==> config.mk <==
export PLATFORM = sky130hd
export DESIGN_NAME = mem_arbiter
export DESIGN_NICKNAME = d
export VERILOG_FILES = /design/src/rtl/cpu_types_pkg.sv /design/src/rtl/mem_arbiter.sv
export SDC_FILE = /design/constraint.sdc
export NUM_CORES = 1
export LEC_CHECK = 0
export CORE_AREA = 2 2 118 120
export CTS_CLUSTER_DIAMETER = 150
export DETAILED_ROUTE_END_ITERATION = 12
export DIE_AREA = 0 0 120 122
export PLACE_DENSITY = 0.64
export SYNTH_ARGS = -nofsm -noshare
export SYNTH_HDL_FRONTEND = slang
export SYNTH_SLANG_ARGS = --single-unit
==> constraint.sdc <==
create_clock -name CLK -period 3.4 [get_ports CLK]
set_clock_uncertainty 0.05 [all_clocks]
set_input_delay 0.68 -clock CLK [delete_from_list [all_inputs] [get_ports CLK]]
set_output_delay 0.68 -clock CLK [all_outputs]
set_load 0.01 [all_outputs]
==> src/rtl/cpu_types_pkg.sv <==
// Shared CPU types.
//   word_t      : 32-bit machine word
//   ramstate_t  : RAM handshake status (FREE, BUSY, ACCESS, ERROR)
//   arb_state_t : memory arbiter FSM state (ARB, IGNT, DGNT)
//   ram_done()  : true when the RAM finishes the current access (ACCESS or ERROR)
package cpu_types_pkg;

  typedef logic [31:0] word_t;

  typedef enum logic [1:0] {
    FREE   = 2'd0,
    BUSY   = 2'd1,
    ACCESS = 2'd2,
    ERROR  = 2'd3
  } ramstate_t;

  typedef enum logic [1:0] {
    ARB  = 2'd0,
    IGNT = 2'd1,
    DGNT = 2'd2
  } arb_state_t;

  // Wide enough for any starvation limit in 1..15.
  localparam int STREAK_W = 4;

  function automatic logic ram_done(input ramstate_t s);
    return (s == ACCESS) || (s == ERROR);
  endfunction

endpackage

==> src/rtl/mem_arbiter.sv <==
// mem_arbiter: shares the single-ported RAM between instruction fetch and
// data access. Data wins arbitration; after STARVE_LIM consecutive data
// completions with a fetch pending, one fetch grant is forced. While halt is
// high no fetch is granted, but data requests still drain.
//
// Handshake: a requester raises iREN (or dREN/dWEN) and holds it, with its
// address/data stable, until its wait output is seen low. The wait output is
// low for exactly the completion cycle, and iload/dload carry ramload in that
// same cycle. Dropping a request while it is granted is illegal.
//
// Ports:
//   CLK, RST           clock (rising edge), synchronous active-high reset
//   halt               pipeline halt level, blocks new fetch grants
//   iREN, iaddr        fetch request and word address
//   dREN, dWEN, daddr  data request (dWEN set = store), address
//   dstore             store data
//   iwait, dwait       stall outputs, low in the completion cycle
//   iload, dload       returned read data, valid while the wait is low
//   ramREN, ramWEN     RAM strobes; ramaddr, ramstore to the RAM
//   ramload, ramstate  RAM read data and status
//   memerr             sticky error flag, cleared only by RST
//   icnt_o, dcnt_o     fetch/data stall cycle counters
//   dbg_state          current FSM state
//
// Configuration: define MEM_ARB_PERF_EN to build the saturating stall
// counters; otherwise icnt_o/dcnt_o are tied to zero.
module mem_arbiter
  import cpu_types_pkg::*;
#(
  parameter int STARVE_LIM = 4,
  parameter int CNT_W      = 16
) (
  input  logic             CLK,
  input  logic             RST,
  input  logic             halt,
  input  logic             iREN,
  input  logic [31:0]      iaddr,
  input  logic             dREN,
  input  logic             dWEN,
  input  logic [31:0]      daddr,
  input  logic [31:0]      dstore,
  output logic             iwait,
  output logic             dwait,
  output logic [31:0]      iload,
  output logic [31:0]      dload,
  output logic             ramREN,
  output logic             ramWEN,
  output logic [31:0]      ramaddr,
  output logic [31:0]      ramstore,
  input  logic [31:0]      ramload,
  input  ramstate_t        ramstate,
  output logic             memerr,
  output logic [CNT_W-1:0] icnt_o,
  output logic [CNT_W-1:0] dcnt_o,
  output arb_state_t       dbg_state
);

  localparam logic [STREAK_W-1:0] LIM = STREAK_W'(STARVE_LIM);

  arb_state_t          state, state_nxt;
  logic [STREAK_W-1:0] streak, streak_nxt;
  logic                memerr_nxt;

  logic fetch_pend;
  logic data_req;
  logic done;

  assign fetch_pend = iREN & ~halt;
  assign data_req   = dREN | dWEN;
  assign done       = ram_done(ramstate);
  assign dbg_state  = state;

  always_ff @(posedge CLK) begin
    if (RST) begin
      state  <= ARB;
      streak <= '0;
      memerr <= 1'b0;
    end else begin
      state  <= state_nxt;
      streak <= streak_nxt;
      memerr <= memerr_nxt;
    end
  end

  always_comb begin
    state_nxt  = state;
    streak_nxt = streak;
    memerr_nxt = memerr;
    ramREN     = 1'b0;
    ramWEN     = 1'b0;
    ramaddr    = '0;
    ramstore   = '0;
    iwait      = 1'b1;
    dwait      = 1'b1;
    iload      = '0;
    dload      = '0;
    unique case (state)
      ARB: begin
        // Data wins unless the fetch has waited out the starvation limit.
        if (data_req && !(fetch_pend && streak == LIM)) begin
          state_nxt = DGNT;
        end else if (fetch_pend) begin
          state_nxt = IGNT;
        end
      end
      IGNT: begin
        ramREN  = 1'b1;
        ramaddr = iaddr;
        if (done) begin
          iwait      = 1'b0;
          iload      = ramload;
          state_nxt  = ARB;
          streak_nxt = '0;
          if (ramstate == ERROR) memerr_nxt = 1'b1;
        end
      end
      DGNT: begin
        ramREN   = dREN & ~dWEN;
        ramWEN   = dWEN;
        ramaddr  = daddr;
        ramstore = dstore;
        if (done) begin
          dwait     = 1'b0;
          dload     = ramload;
          state_nxt = ARB;
          // Streak counts data wins only while a fetch is actually waiting.
          if (fetch_pend) begin
            streak_nxt = (streak >= LIM) ? LIM : streak + 1'b1;
          end else begin
            streak_nxt = '0;
          end
          if (ramstate == ERROR) memerr_nxt = 1'b1;
        end
      end
      default: state_nxt = ARB;
    endcase
  end

  // A granted requester must hold its request until completion.
  a_fetch_held: assert property (@(posedge CLK) disable iff (RST)
    (state == IGNT) |-> iREN);
  a_data_held: assert property (@(posedge CLK) disable iff (RST)
    (state == DGNT) |-> (dREN || dWEN));

`ifdef MEM_ARB_PERF_EN
  logic [CNT_W-1:0] icnt;
  logic [CNT_W-1:0] dcnt;

  always_ff @(posedge CLK) begin
    if (RST) begin
      icnt <= '0;
      dcnt <= '0;
    end else begin
      if (iREN && iwait && !halt && (icnt != '1)) icnt <= icnt + 1'b1;
      if (data_req && dwait && (dcnt != '1))      dcnt <= dcnt + 1'b1;
    end
  end

  assign icnt_o = icnt;
  assign dcnt_o = dcnt;
`else
  assign icnt_o = '0;
  assign dcnt_o = '0;
`endif

endmodule
==> results of run 1 <==
[worst max-delay path, delay by kind of cell]
| family | cells | cell delay, ps |
|---|---|---|
| buffers and inverters | 3 | 1440 |
| AND/OR/NAND/NOR | 1 | 180 |
[kinds of logic after synthesis]
kind of cell    share of synthesized area (%)
compound gates                           18.0
fa+ha+maj                                3.41
buf+inv                                  20.4
flops                                    7.64
other cells                             0.205
simple gates                             50.4
[through the flow]
step / setup slack [ps] / util, % / hold WS, ps
2_1_floorplan: 1400 / - / 430
3_3_place_gp: 387 / 34.1 / 412
3_5_place_dp: 369 / 34.1 / 413
4_1_cts: 355 / 34.7 / 422
5_1_grt: 258 / 34.7 / 489
6_report: 356 / 34.7 / 424
[worst min path at each step]
stage	startpoint	end	slack (ps)
floorplan	streak[1]	streak[1]	430
global placement	memerr	memerr	410
detailed placement	memerr	memerr	410
CTS	memerr	memerr	420
global route	memerr	memerr	490
finish	memerr	memerr	420
[layout make-up]
type	count	share of cell area, %
repair buffers	277	59.4
inverters	5	0.401
clock buffers	4	1.68
well taps	180	4.81
multi-input cells	230	30.8
flip-flops and latches	7	2.99
[state kept, by name (all words and copies together), names as in the netlist]
name / flops
memerr: 1
streak: 4
dbg_state: 2
[cell usage in the layout (no fill, tap or decap)]
cell / n
a22oi_1: 33
nand2_1: 4
a32oi_1: 1
ha_1: 3
clkbuf_16: 3
o21a_1: 1
ha_2: 2
dfxtp_1: 7
inv_2: 1
a211oi_2: 1
nor2b_1: 33
and3b_1: 1
and3_1: 64
buf_4: 5
o21a_2: 1
a31oi_1: 1
o32ai_1: 2
nand2b_4: 1
and4b_1: 1
and2_1: 33
buf_12: 2
conb_1: 32
nand2b_1: 1
a21oi_1: 3
o21ai_1: 1
or4_4: 1
clkdlybuf4s50_1: 270
or2b_1: 1
inv_1: 4
nor3_1: 3
nor2_1: 6
clkbuf_1: 1
[per-layer routing]
metal | routed length, um | track usage, % | up-vias
met5 | 0 | 0 | -
met4 | 0 | 0.882 | 0
met3 | 1190 | 4.17 | 0
met2 | 5080 | 23.9 | 187
met1 | 3620 | 13.4 | 1289
li1 | - | - | 1384
[report_power, final]
part,internal (uW),total (uW),switching [uW]
Clock,156,204,47.3
Sequential,87.8,92.3,4.50
Combinational,490,847,356
Total,734,1140,408
==> impl_metrics.yaml, run 1 <==
outcome:
  outcome: "complete, no violations"
synthesis:
  synth_common_cells: "and3_1 (64), a22oi_1 (33), and2_1 (33), nor2b_1 (33), buf_4 (32)"
  yosysMostFrequentCell: "and3_1"
  synthTopCellsByArea: "and3_1 (22%), a22oi_1 (14%), buf_4 (13%)"
  yosys_register_bits: 7
  synth_enable_flop_cells: 0
  yosysSeqAreaShare_pct: 7.65
  ys_warn_count: 0
  synth_area_um2: 1830
  synth_cell_types: 29
  syn_avg_cell_area_um2: 6.76
  synthFlopType: "dfxtp_1"
  syn_inst: 271
  synth_top_area_share_pct: 21.8
  async_flop_share_pct: 0
  synth_top_area_cell: "and3_1"
placed_design:
  dpl_cell_area_um2: 4600
  hpwl_um: 8050
  place_congestion: 0.824
  io_buffers: 270
  placedCellCount: 699
detailed_routing:
  drt_iter0_drc: 126
  firstDrtPassIters: 4
  routedWlPerCell_um: 14.1
  avgViaCountPerCell: 4.07
  num_vias: 2860
  wl_um: 9890
  ant_nets: 0
  drc: 0
setup_path:
  reg2reg_slack_ps: 1710
  cpMostUsedCell: "clkdlybuf4s50_1"
  worst_ep_arrival_time_ps: 2310
  start_kind: "primary input"
  crit_start: "ramstate[1]"
  worstReg2RegEnd: "dbg_state[0]"
  worstPathMaxFanout: 58
  cpPeakStageDelay_ps: 640
  crit_end: "dload[17]"
  cp.required_ps: 2670
  crit_chain: "clkdlybuf4s50_1 -> buf_12 -> and3_1 -> clkdlybuf4s50_1"
  reg2reg_from: "dbg_state[0]"
  r2r_cells: 5
  cp_slowest_cell: "clkdlybuf4s50_1"
  crit_path_end_kind: "output pin"
  worst-setup-path-type: "primary input to output pin"
clock_network:
  cts_buffer_depth: 2
  cts.sink_count: 7
  numCtsBuffers: 3
  clk_pin_slew_ps: 40
  cts.root.buffer_cell: "clkbuf_16"
  cts_tree: "yes"
  cts_setup_buffers: 0
  cts_hold_repair.buffers: 0
  post_cts_resized: 0
  clock_latency_ps: 230
  h-tree-depth: 1
finish:
  stdcell_count: 703
  design_area_um2: 4680
  multi_input_area_um2: 1440
  seqCellArea_um2: 140
  area_growth_pct: 155
  final_nets: 665
  layout-drive-gt1-share_pct: 3.25
  final.fill_count: 1391
  antennaDiodeCount: 0
global_route:
  grt_max_degree: 65
  globalRouteTotalUtil_pct: 12.3
  grt_pass1_vias: 2852
  grt_pass1_wl_um: 14600
  antenna_found_initial: 0
  grt.overflow.total: 0
min_path:
  min_path_type: "register to register"
  hold_depth: 2
power_and_ir_drop:
  power.total_uw: 1140
  p_per_area_nw_per_um2: 244
  p_leak_uw: 0.00190
  ir_worst_vdd_v: 0.000128
die:
  chipWidth_um: 120
  core_area_um2: 13500
  die_h_um: 122
  rows: 43
  start_util_pct: 13.6
  die_area_um2: 14600
  boundaryPins: 303
timing:
  fmax_mhz: 329
  setup_violations: 0
  slew_headroom_pct: 64.8
  period_needed_ps: 3040
  hold_violations: 0
  tightest_slew_ps: 528
  final.setup.tns_ps: 0
  layout_worst_path_cycle_share_pct: 89.5
  report.final.slew_viol_count: 0
  rsz0062_at_grt: "no"
run:
  drv_cap: 0
Note: power is estimated with default switching activity, not from simulation.
==> run 2, diff against run 1 <==
- PLACE_DENSITY: 0.64 -> not set
==> run 2 against run 1 <==
Net effect: worst hold slack improved by 8.7 ps; global-route usage fell by 0.41 points; count of clock-buffer cells in the layout did not move; utilization fell by 0.056 points; total power fell by 0.49%; sequential power rose by 0.4%; via count rose by 1.2%; combinational power fell by 0.5%; critical endpoint is now iload[9].
==> impl_metrics.yaml, run 2 (same netlist as run 1, synthesis figures left out) <==
global_route:
  grt-busiest-layer: "met2"
  use_met3_pct: 4.07
  grt_pass1_vias: 2812
  grt.overflow.total: 0
  globalRouteTotalUtil_pct: 11.9
  antenna_found_initial: 1
  use_met1_pct: 12.8
  use_met2_pct: 23.4
  grt_max_degree: 71
  grt_pass1_wl_um: 14300
finish:
  regMostFlops: "streak"
  final_nets: 664
  layout-drive-gt1-share_pct: 3.07
  antennaDiodeCount: 0
  area_growth_pct: 155
  layout_common_cells: "clkdlybuf4s50_1 (270), and3_1 (64), a22oi_1 (33), nor2b_1 (33), and2_1 (33)"
  finish.utilization_pct: 34.6
  largest_reg_flops: 4
  final_common_cell: "clkdlybuf4s50_1"
timing:
  rsz0062_at_grt: "no"
  hold_violations: 0
  period_needed_ps: 2930
  layout_worst_path_cycle_share_pct: 86.1
  fmax_mhz: 342
  final.setup.tns_ps: 0
  report.final.slew_viol_count: 0
  setup_violations: 0
power_and_ir_drop:
  p_leak_uw: 0.00190
  p_per_area_nw_per_um2: 243
  power.total_uw: 1140
  ir_worst_vdd_v: 0.000145
setup_path:
  crit_chain: "clkdlybuf4s50_1 -> buf_12 -> and3_1 -> clkdlybuf4s50_1"
  cp_slowest_cell: "clkdlybuf4s50_1"
  worstPathMaxFanout: 70
  start_kind: "primary input"
  worst-setup-path-type: "primary input to output pin"
  crit_path_end_kind: "output pin"
  cpMostUsedCell: "clkdlybuf4s50_1"
  cp.required_ps: 2670
  cpPeakStageDelay_ps: 550
  worst_ep_arrival_time_ps: 2200
detailed_routing:
  drc: 0
  routedWlPerCell_um: 13.9
  wl_um: 9760
  num_vias: 2893
  avgViaCountPerCell: 4.12
  ant_nets: 0
  firstDrtPassIters: 4
  drt_iter0_drc: 98
clock_network:
  cts.root.buffer_cell: "clkbuf_16"
  post_cts_resized: 0
  clock_latency_ps: 230
  cts_tree: "yes"
  cts.sink_count: 7
  h-tree-depth: 1
  numCtsBuffers: 3
  cts_setup_buffers: 0
  cts_hold_repair.buffers: 0
  clk_pin_slew_ps: 40
  cts_buffer_depth: 2
die:
  rows: 43
  start_util_pct: 13.6
  boundaryPins: 303
  chipWidth_um: 120
  die_area_um2: 14600
  core_area_um2: 13500
  die_h_um: 122
placed_design:
  place_congestion: 0.785
  io_buffers: 270
  hpwl_um: 7980
outcome:
  outcome: "complete, no violations"
min_path:
  min_path_type: "register to register"
run:
  drv_cap: 0
-- run 2: area by class of cell --
class | instances | area [um^2]
fillers | 1380 | 8830
repair buffers | 276 | 2770
multi-input cells | 230 | 1440
well taps | 180 | 225
flip-flops and latches | 7 | 140
clock buffers | 4 | 78.8
inverters | 5 | 18.8
-- run 2: worst paths after layout --
path                                   start            to  slack, ps  cells after the start
worst min register to register        memerr        memerr        430                      2
worst min-delay path                  memerr        memerr        430                      2
worst max register to register  dbg_state[1]  dbg_state[0]       1660                      5
worst max-delay path             ramstate[1]      iload[9]        470                      4
-- run 2: critical path, delay by kind of cell --
kind	cells	cell delay, ps
buffers and inverters	3	1290
AND/OR/NAND/NOR	1	200
-- run 2: where the power goes --
part           leakage, uW  switching [uW]  internal [uW]
clock network    0.0000382            44.8            156
logic              0.00180             354            490
registers        0.0000568            4.89           87.8
total              0.00190             403            734
-- run 2: layer usage --
layer  routed length [um]  vias to the layer above
li1                     -                     1383
met1                 3640                     1323
met2                 5000                      181
met3                 1080                        4
met4                   20                        2
met5                   13                        -
-- run 2: stage by stage --
stage	instances	worst slack [ps]	instance area (um^2)	hold WS, ps
CTS	702	411	4680	441
global placement	698	483	4600	410
detailed placement	698	483	4600	426
floorplan	302	1400	1950	430
finish	702	474	4680	433
global route	702	303	4680	494
==> run 3, diff against run 2 <==
- CTS_CLUSTER_SIZE: not set -> 24
- REMOVE_ABC_BUFFERS: not set -> 1
==> run 3 against run 2 <==
Net effect: register-to-register slack worse by 20 ps; clock power about the same; final cell count unchanged; sequential power about the same; fmax down 1.1%; largest cell class unchanged; highest routed layer is now met4.
==> impl_metrics.yaml, run 3 (same netlist as run 1, synthesis figures left out) <==
finish:
  regMostFlops: "streak"
  antennaDiodeCount: 0
  layout_common_cells: "clkdlybuf4s50_1 (270), and3_1 (64), a22oi_1 (33), nor2b_1 (33), and2_1 (33)"
  final.fill_count: 1391
  final_common_cell: "clkdlybuf4s50_1"
  largest_reg_flops: 4
  final_nets: 664
  multi_input_area_um2: 1440
  seqCellArea_um2: 140
  finish.utilization_pct: 34.5
  layout-drive-gt1-share_pct: 3.07
  area_growth_pct: 154
detailed_routing:
  wl_um: 10300
  num_vias: 2861
  firstDrtPassIters: 6
  avgViaCountPerCell: 4.08
  routedWlPerCell_um: 14.7
  drc: 0
  ant_nets: 0
  drt_iter0_drc: 108
setup_path:
  crit_start: "dbg_state[0]"
  crit_end: "ramaddr[17]"
  worstPathMaxFanout: 57
  path_depth: 6
  reg2reg_from: "dbg_state[1]"
  worst_ep_arrival_time_ps: 2230
  crit_path_end_kind: "output pin"
  cp.required_ps: 2670
  start_kind: "register"
  worst-setup-path-type: "register to output pin"
  path_buf_inv: 3
  r2r_cells: 6
  cpPeakStageDelay_ps: 540
  worstReg2RegEnd: "dbg_state[0]"
  reg2reg_slack_ps: 1640
  crit_chain: "inv_1 -> ha_2 -> buf_4 -> a22oi_1 -> nor2b_1 -> clkdlybuf4s50_1"
  cp_slowest_cell: "clkdlybuf4s50_1"
  critPathTopFamily: "buffers and inverters"
die:
  die_area_um2: 14600
  start_util_pct: 13.6
  chipWidth_um: 120
  boundaryPins: 303
  core_area_um2: 13500
  die_h_um: 122
  rows: 43
clock_network:
  clock_latency_ps: 230
  cts_buffer_depth: 2
  h-tree-depth: 1
  cts_hold_repair.buffers: 0
  numCtsBuffers: 3
  cts.sink_count: 7
  clk_pin_slew_ps: 40
  cts.root.buffer_cell: "clkbuf_16"
  post_cts_resized: 0
  cts_tree: "yes"
  cts_setup_buffers: 0
min_path:
  min_path_type: "register to register"
power_and_ir_drop:
  p_leak_uw: 0.00189
  ir_worst_vdd_v: 0.000336
  p_per_area_nw_per_um2: 244
global_route:
  grt.overflow.total: 0
  grt_max_degree: 71
  globalRouteTotalUtil_pct: 12.1
  antenna_found_initial: 0
  grt_pass1_wl_um: 14300
  grt_pass1_vias: 2503
outcome:
  outcome: "complete, no violations"
timing:
  setup_violations: 0
  fmax_mhz: 338
  report.final.slew_viol_count: 0
  period_needed_ps: 2960
  slew_headroom_pct: 64.2
  tightest_slew_ps: 537
  layout_worst_path_cycle_share_pct: 87.0
  hold_violations: 0
  final.setup.tns_ps: 0
  rsz0062_at_grt: "no"
run:
  drv_cap: 0
placed_design:
  hpwl_um: 8180
  place_congestion: 0.775
  io_buffers: 270
## run 3: final cells by class
| class | count | area share, % |
|---|---|---|
| repair buffers | 276 | 59.2 |
| multi-input cells | 230 | 30.9 |
| well taps | 180 | 4.83 |
| flip-flops and latches | 7 | 3.01 |
| clock buffers | 4 | 1.69 |
| inverters | 5 | 0.402 |
## run 3: power by group
group          switching, uW  leakage, uW  internal [uW]
clock network           44.6    0.0000382            156
logic                    362      0.00180            480
registers               4.99    0.0000568           87.8
## run 3: per-layer routing
metal / track usage (%) / share of wire, %
met1: 14.4 / 40
met2: 23.0 / 53
met3: 1.78 / 6.5
met4: 2.06 / 1.2
met5: 0 / 0
## run 3: how the worst min path moves through the flow
stage	depth (start not counted)	startpoint	endpoint	slack, ps
after floorplan	2	streak[1]	streak[1]	430
after global placement	2	memerr	memerr	430
after detailed placement	2	memerr	memerr	420
after CTS	2	memerr	memerr	440
after global routing	2	memerr	memerr	460
final	2	memerr	memerr	440
## run 3: per-stage QoR
| stage | hold WS [ps] | instances | setup slack (ps) | area [um^2] | total power (uW) |
|---|---|---|---|---|---|
| after global placement | 429 | 698 | 510 | 4580 | 928 |
| after global routing | 465 | 702 | 259 | 4660 | 1210 |
| after floorplan | 430 | 242 | 390 | 1590 | 425 |
| final | 442 | 702 | 441 | 4660 | 1140 |
| after detailed placement | 423 | 698 | 479 | 4580 | 938 |
| after CTS | 437 | 702 | 424 | 4660 | 1150 |
## run 3: tightest hold or removal path: cells and delay by family (launching register included)
family | cells | cell delay (ps)
DFF | 1 | 340
AOI/OAI and AO/OA | 1 | 50
and+or+nand+nor | 1 | 70
